## src/rtl/led_pattern_engine.sv

```systemverilog
// led_pattern_engine: prescaled LED pattern generator with rotate, blink, fixed, ping-pong and fill modes
module led_pattern_engine #(
  parameter int               WIDTH      = 8,
  parameter int               STEP_DIV   = 50_000_000,
  parameter logic [WIDTH-1:0] SEED       = WIDTH'(8'h01),
  parameter logic [WIDTH-1:0] FIXED_PAT  = WIDTH'(8'hAA),
  parameter bit               ACTIVE_LOW = 1'b0
) (
  input  logic             clk_1,
  input  logic             rst_n,
  input  logic             en,
  input  logic [2:0]       mode,
  input  logic [1:0]       speed,
  input  logic             load,
  input  logic [WIDTH-1:0] load_val,
  output logic [WIDTH-1:0] led,
  output logic             tick,
  output logic             cycle_done
);
  localparam int CW = $clog2(STEP_DIV) + 4;
  typedef enum logic {UP, DN} dir_t;
  logic [CW-1:0]    cnt, lim;
  logic [WIDTH-1:0] pattern, nxt, rotl, rotr;
  logic [2:0]       mode_q;
  dir_t             dir, dir_nxt;
  logic             done;
  function automatic logic [WIDTH-1:0] seed_of(input logic [2:0] m, input logic [WIDTH-1:0] p);
    return m == 3'd3 ? FIXED_PAT : m == 3'd5 ? '0 : m >= 3'd6 ? p : SEED;
  endfunction
  assign lim  = (CW'(STEP_DIV) << speed) - 1'b1;
  assign rotl = {pattern[WIDTH-2:0], pattern[WIDTH-1]};
  assign rotr = {pattern[0], pattern[WIDTH-1:1]};
  // A step only happens when neither a load nor a mode reload claims this edge
  assign tick = en && !load && mode == mode_q && cnt == lim;
  assign led  = ACTIVE_LOW ? ~pattern : pattern;
  always_comb begin
    nxt     = pattern;
    dir_nxt = dir;
    case (mode_q)
      3'd0: nxt = rotl;
      3'd1: nxt = rotr;
      3'd2: nxt = ~pattern;
      3'd3: nxt = FIXED_PAT;
      3'd4: begin
        if (dir == UP) begin
          dir_nxt = pattern[WIDTH-1] ? DN : UP;
          nxt     = pattern[WIDTH-1] ? rotr : rotl;
        end else begin
          dir_nxt = pattern[0] ? UP : DN;
          nxt     = pattern[0] ? rotl : rotr;
        end
      end
      3'd5: nxt = &pattern ? '0 : {pattern[WIDTH-2:0], 1'b1};
      default: nxt = pattern;
    endcase
    done = mode_q inside {3'd0, 3'd1, 3'd2, 3'd4, 3'd5} && nxt == seed_of(mode_q, pattern);
  end
  always_ff @(posedge clk_1 or negedge rst_n) begin
    if (!rst_n) begin
      pattern    <= SEED;
      mode_q     <= 3'd0;
      dir        <= UP;
      cnt        <= '0;
      cycle_done <= 1'b0;
    end else begin
      cycle_done <= 1'b0;
      if (load) begin
        pattern <= load_val;
        cnt     <= '0;
        dir     <= UP;
      end else if (mode != mode_q) begin
        mode_q  <= mode;
        pattern <= seed_of(mode, pattern);
        cnt     <= '0;
        dir     <= UP;
      end else if (en) begin
        cnt <= cnt >= lim ? '0 : cnt + 1'b1;
        if (tick) begin
          pattern    <= nxt;
          dir        <= dir_nxt;
          cycle_done <= done;
        end
      end
    end
  end
endmodule
```

## config.mk

```make
export PLATFORM = sky130hd
export DESIGN_NAME = led_pattern_engine
export DESIGN_NICKNAME = d
export VERILOG_FILES = /design/src/rtl/led_pattern_engine.sv
export SDC_FILE = /design/constraint.sdc
export NUM_CORES = 1
export LEC_CHECK = 0
export BUFFER_PORTS_ARGS = -buffer_cell sky130_fd_sc_hd__buf_2
export CAP_MARGIN = 30
export CORE_ASPECT_RATIO = 0.9
export CORE_MARGIN = 8
export CORE_UTILIZATION = 35
export CTS_CLUSTER_DIAMETER = 80
export DETAILED_ROUTE_END_ITERATION = 8
export PLACE_DENSITY = 0.49
export SLEW_MARGIN = 20
export SYNTH_ARGS = -nofsm -noshare
export SYNTH_HDL_FRONTEND = slang
export SYNTH_SLANG_ARGS = --single-unit
```

## constraint.sdc

```tcl
create_clock -name clk_1 -period 3.2 [get_ports clk_1]
set_input_delay 0 -clock clk_1 [delete_from_list [all_inputs] [get_ports clk_1]]
set_output_delay 0 -clock clk_1 [all_outputs]
set_load 0.01 [all_outputs]
```

==> impl.org <==
** Clock tree
- Insertion delay of the later-clocked pin in the worst-skew pair :: 280 ps
- The H-tree generated during clock tree synthesis spans 2 levels.
- CTS buffer count :: 5
- After clock tree synthesis, the setup repair step added 0 buffers.
- Buffers inserted to repair hold after CTS numbered 3.
- Count of clock tree sinks :: 43
- Clock-pin slew was measured on the worst setup and hold paths at 60 ps.
- Post-CTS resize count :: 0
- Clock tree from TritonCTS :: yes
- Clk buf depth :: 2
- Clock tree root driver cell :: sky130_fd_sc_hd__clkbuf_16

** Finish
- In the final design database the tool counted 511 nets.
- Leading cell types in the layout, fill and taps excluded :: sky130_fd_sc_hd__nand2_1 (52), sky130_fd_sc_hd__dfrtp_1 (42), sky130_fd_sc_hd__nor2_1 (36)
- In the final layout, the multi-input gates occupy 2310 µm².
- The number of antenna diodes in the final layout is 0.
- Summing all flip-flop and latch instances after layout gives 1080 µm².
- Most common library cell in the layout ignoring fill and taps :: sky130_fd_sc_hd__nand2_1
- From synthesis to final layout, the design area changed by 13.1%.
- Fillers :: 1094
- Proportion of layout cells with a drive suffix above 1 :: 0.129

** Worst setup path
- The worst register-to-register path begins at cnt[19]$_DFFE_PN0P_.
- The setup path with the least slack is of type reg2reg.
- STA classifies the critical path endpoint as a flop.
- At the worst endpoint, the required time is 3410 ps.
- Beginning of the critical path :: cnt[19]$_DFFE_PN0P_
- The worst register-to-register path ends at cnt[12]$_DFFE_PN0P_.
- Worst Reg-to-Reg Cells :: 9
- STA classifies the critical path startpoint as a flop.
- Register-to-register setup slack :: 740 ps
- STA puts the critical path data arrival time at 2660 ps.
- Capturing instance or port of the critical path :: cnt[12]$_DFFE_PN0P_
- Along the worst path, the maximum fanout reaches 17.

** Floorplanning
- Core Region :: 10100 µm²
- Initial cell density of the core :: 0.353
- Die Outline Area :: 13600 µm²
- Row generation in the floorplan step produced 35 rows.
- 27 I/O pins were placed.
- The die is 112 µm tall.
- Die Width :: 122 µm

** Timing
- Setup violations remaining at the end of the flow were counted as 0.
- Measured against its own limit, the worst slew margin works out to 0.538.
- Number of hold violations in the final report :: 0
- In the finished design, the share of the clock period the worst path needs comes to 0.768.
- Setup repair after global routing missed its margin :: no
- The worst path meets setup with 743 ps of slack.
- Adding up every negative setup slack in the final design gives 0 ps.
- Post-layout minimum cycle time :: 2460 ps
- Across the routed clock network, the largest skew measured is 4.96 ps.
- Max-slew violation total from the final report :: 0
- Fmax :: 407 MHz
- Slew of the pin with the lowest slew margin :: 689 ps

** Yosys
- Top FF cell, synth :: sky130_fd_sc_hd__dfrtp_1
- Number of warnings printed during yosys synthesis :: 0
- Yosys mapped a number of flops with a built-in enable equal to 0.
- The biggest area contributor in the post-synthesis netlist is sky130_fd_sc_hd__dfrtp_1.
- Synth Register Bits :: 43
- The share of synthesized area in the top cell type comes to 0.296.
- Post-Synthesis Mean Instance Area :: 7.91 µm²
- After technology mapping, the gate count stands at 449.
- Counting flops with an async set or reset pin after synthesis yields a share of 1.00.
- Biggest area contributors in the synthesized netlist :: sky130_fd_sc_hd__dfrtp_1 (30%), sky130_fd_sc_hd__ha_1 (7.7%), sky130_fd_sc_hd__nand2_1 (5.5%)
- In this run the cell area of the synthesized design comes to 3550 µm².
- Register area share after synthesis :: 0.303
- Cell variety after synth :: 60

** GRT
- For this run, the total global-route usage over all layers was measured as 0.154.
- Total overflow reported by the global router :: 0
- The number of global-route vias before repair was 3379.
- First-pass GRT wire length :: 17.1 mm
- Entering global routing, the biggest net connects 24 pins.
- The initial antenna violation count was 0.

** Drt
- First drt pass iteration count :: 7
- Average wire length per cell after detail routing :: 17.3 µm
- For this block, the initial DRC count from the detailed router was 287.
- The routed design has 10.4 mm of wire.
- Via density :: 5.79
- The detail route stage leaves a number of antenna-violating nets equal to 0.
- Via total after detailed routing :: 3485
- For this run, design rule violations remaining after detail routing come to 0.

** Place
- Buffers placed on the I/O ports in this run total 26.
- Detailed placement finished with a half-perimeter wire length of 7.78 mm.
- Routability congestion estimate :: 0.891
- Placement Setup Slack :: 695 ps

** Min path
- The worst hold path belongs to the class in2reg.

** Power and ir drop
- The analysis attributes to cell leakage a power of 0.00164 µW.
- In this run the power density over the cells is 360 nW/µm².
- IR analysis of the VDD net gives a maximum drop of 0.000186 V.

** Run status
- The run finished with clean final reports.

** Job
- Max-Cap Viols :: 0
power by group:
| part | internal [µW] | leakage (µW) | switching, µW |
|---|---|---|---|
| clock | 332 | 0.0000772 | 207 |
| sequential | 564 | 0.000582 | 63.3 |
| combinational | 112 | 0.000983 | 169 |
| total | 1010 | 0.00164 | 439 |
registers in the layout, summed over array words and instances, names as in the netlist:
register and cells:
cnt 30, mode_q 3, dir 1, cycle_done 1, led 8
per-layer routing:
layer / wire (µm) / up-vias / global-route usage
li1: - / 1689 / -
met1: 5230 / 1715 / 0.222
met2: 4600 / 71 / 0.231
met3: 448 / 10 / 0.0283
met4: 120 / 0 / 0.0333
met5: 0 / - / 0
worst min path at each step:
stage / endpoint / startpoint / depth (start not counted)
2_1_floorplan: cnt[0]$_DFFE_PN0P_ / rst_n / 0
3_3_place_gp: cnt[23]$_DFFE_PN0P_ / rst_n / 1
3_5_place_dp: cnt[24]$_DFFE_PN0P_ / rst_n / 1
4_1_cts: mode_q[1]$_DFFE_PN0P_ / mode[1] / 2
5_1_grt: mode_q[2]$_DFFE_PN0P_ / mode[2] / 2
6_report: mode_q[1]$_DFFE_PN0P_ / mode[1] / 2
per-stage QoR:
stage / area, µm² / power [µW] / utilization / std cells / hold WS, ps
floorplan: 3560 / 802 / - / 451 / -296
global placement: 3830 / 916 / 0.380 / 591 / 24.2
detailed placement: 3830 / 913 / 0.380 / 591 / 17.8
CTS: 4020 / 1460 / 0.399 / 602 / 38.5
global route: 4020 / 1520 / 0.399 / 602 / 64.4
finish: 4020 / 1450 / 0.399 / 602 / 45.1
critical path: stages, from the launching register on:
cell                        delay, ps
sky130_fd_sc_hd__dfrtp_1          440
sky130_fd_sc_hd__ha_1             350
sky130_fd_sc_hd__a211oi_1         290
sky130_fd_sc_hd__nor4_1            90
sky130_fd_sc_hd__nor2_1           110
sky130_fd_sc_hd__a2bb2oi_1        220
sky130_fd_sc_hd__nor3b_4          320
sky130_fd_sc_hd__buf_4            270
sky130_fd_sc_hd__nand4b_1         120
sky130_fd_sc_hd__a31oi_1          160
synth_stat cells (all sizes together), types with 4 or more instances:
cell	instances
a211oi	6
a21o	4
a21oi	24
a22o	5
a31oi	20
and2	8
and3	7
and4	4
buf	7
clkbuf	21
dfrtp	42
ha	22
inv	11
nand2	52
nand2b	6
nand3	31
nand3b	5
nand4	16
nand4b	6
nor2	36
nor2b	10
nor3	15
nor4	5
o211ai	4
o21ai	24
or2	4
or3	4
xor2	15
cell families after synthesis:
family | synth area share
AOI/OAI and AO/OA | 0.202
and+or+nand+nor | 0.313
DFF | 0.303
adders and majority gates | 0.0807
other | 0.00211
muxes | 0.00634
xor gates and xnor gates | 0.0444
buffers and inverters | 0.0483
final cells by class:
type / instances / share of cell area
multi-input cells: 369 / 0.575
flip-flops and latches: 43 / 0.268
clock buffers: 8 / 0.0389
well taps: 129 / 0.0402
repair buffers: 42 / 0.0673
inverters: 11 / 0.0103
Note: power is estimated with default switching activity, not from simulation.
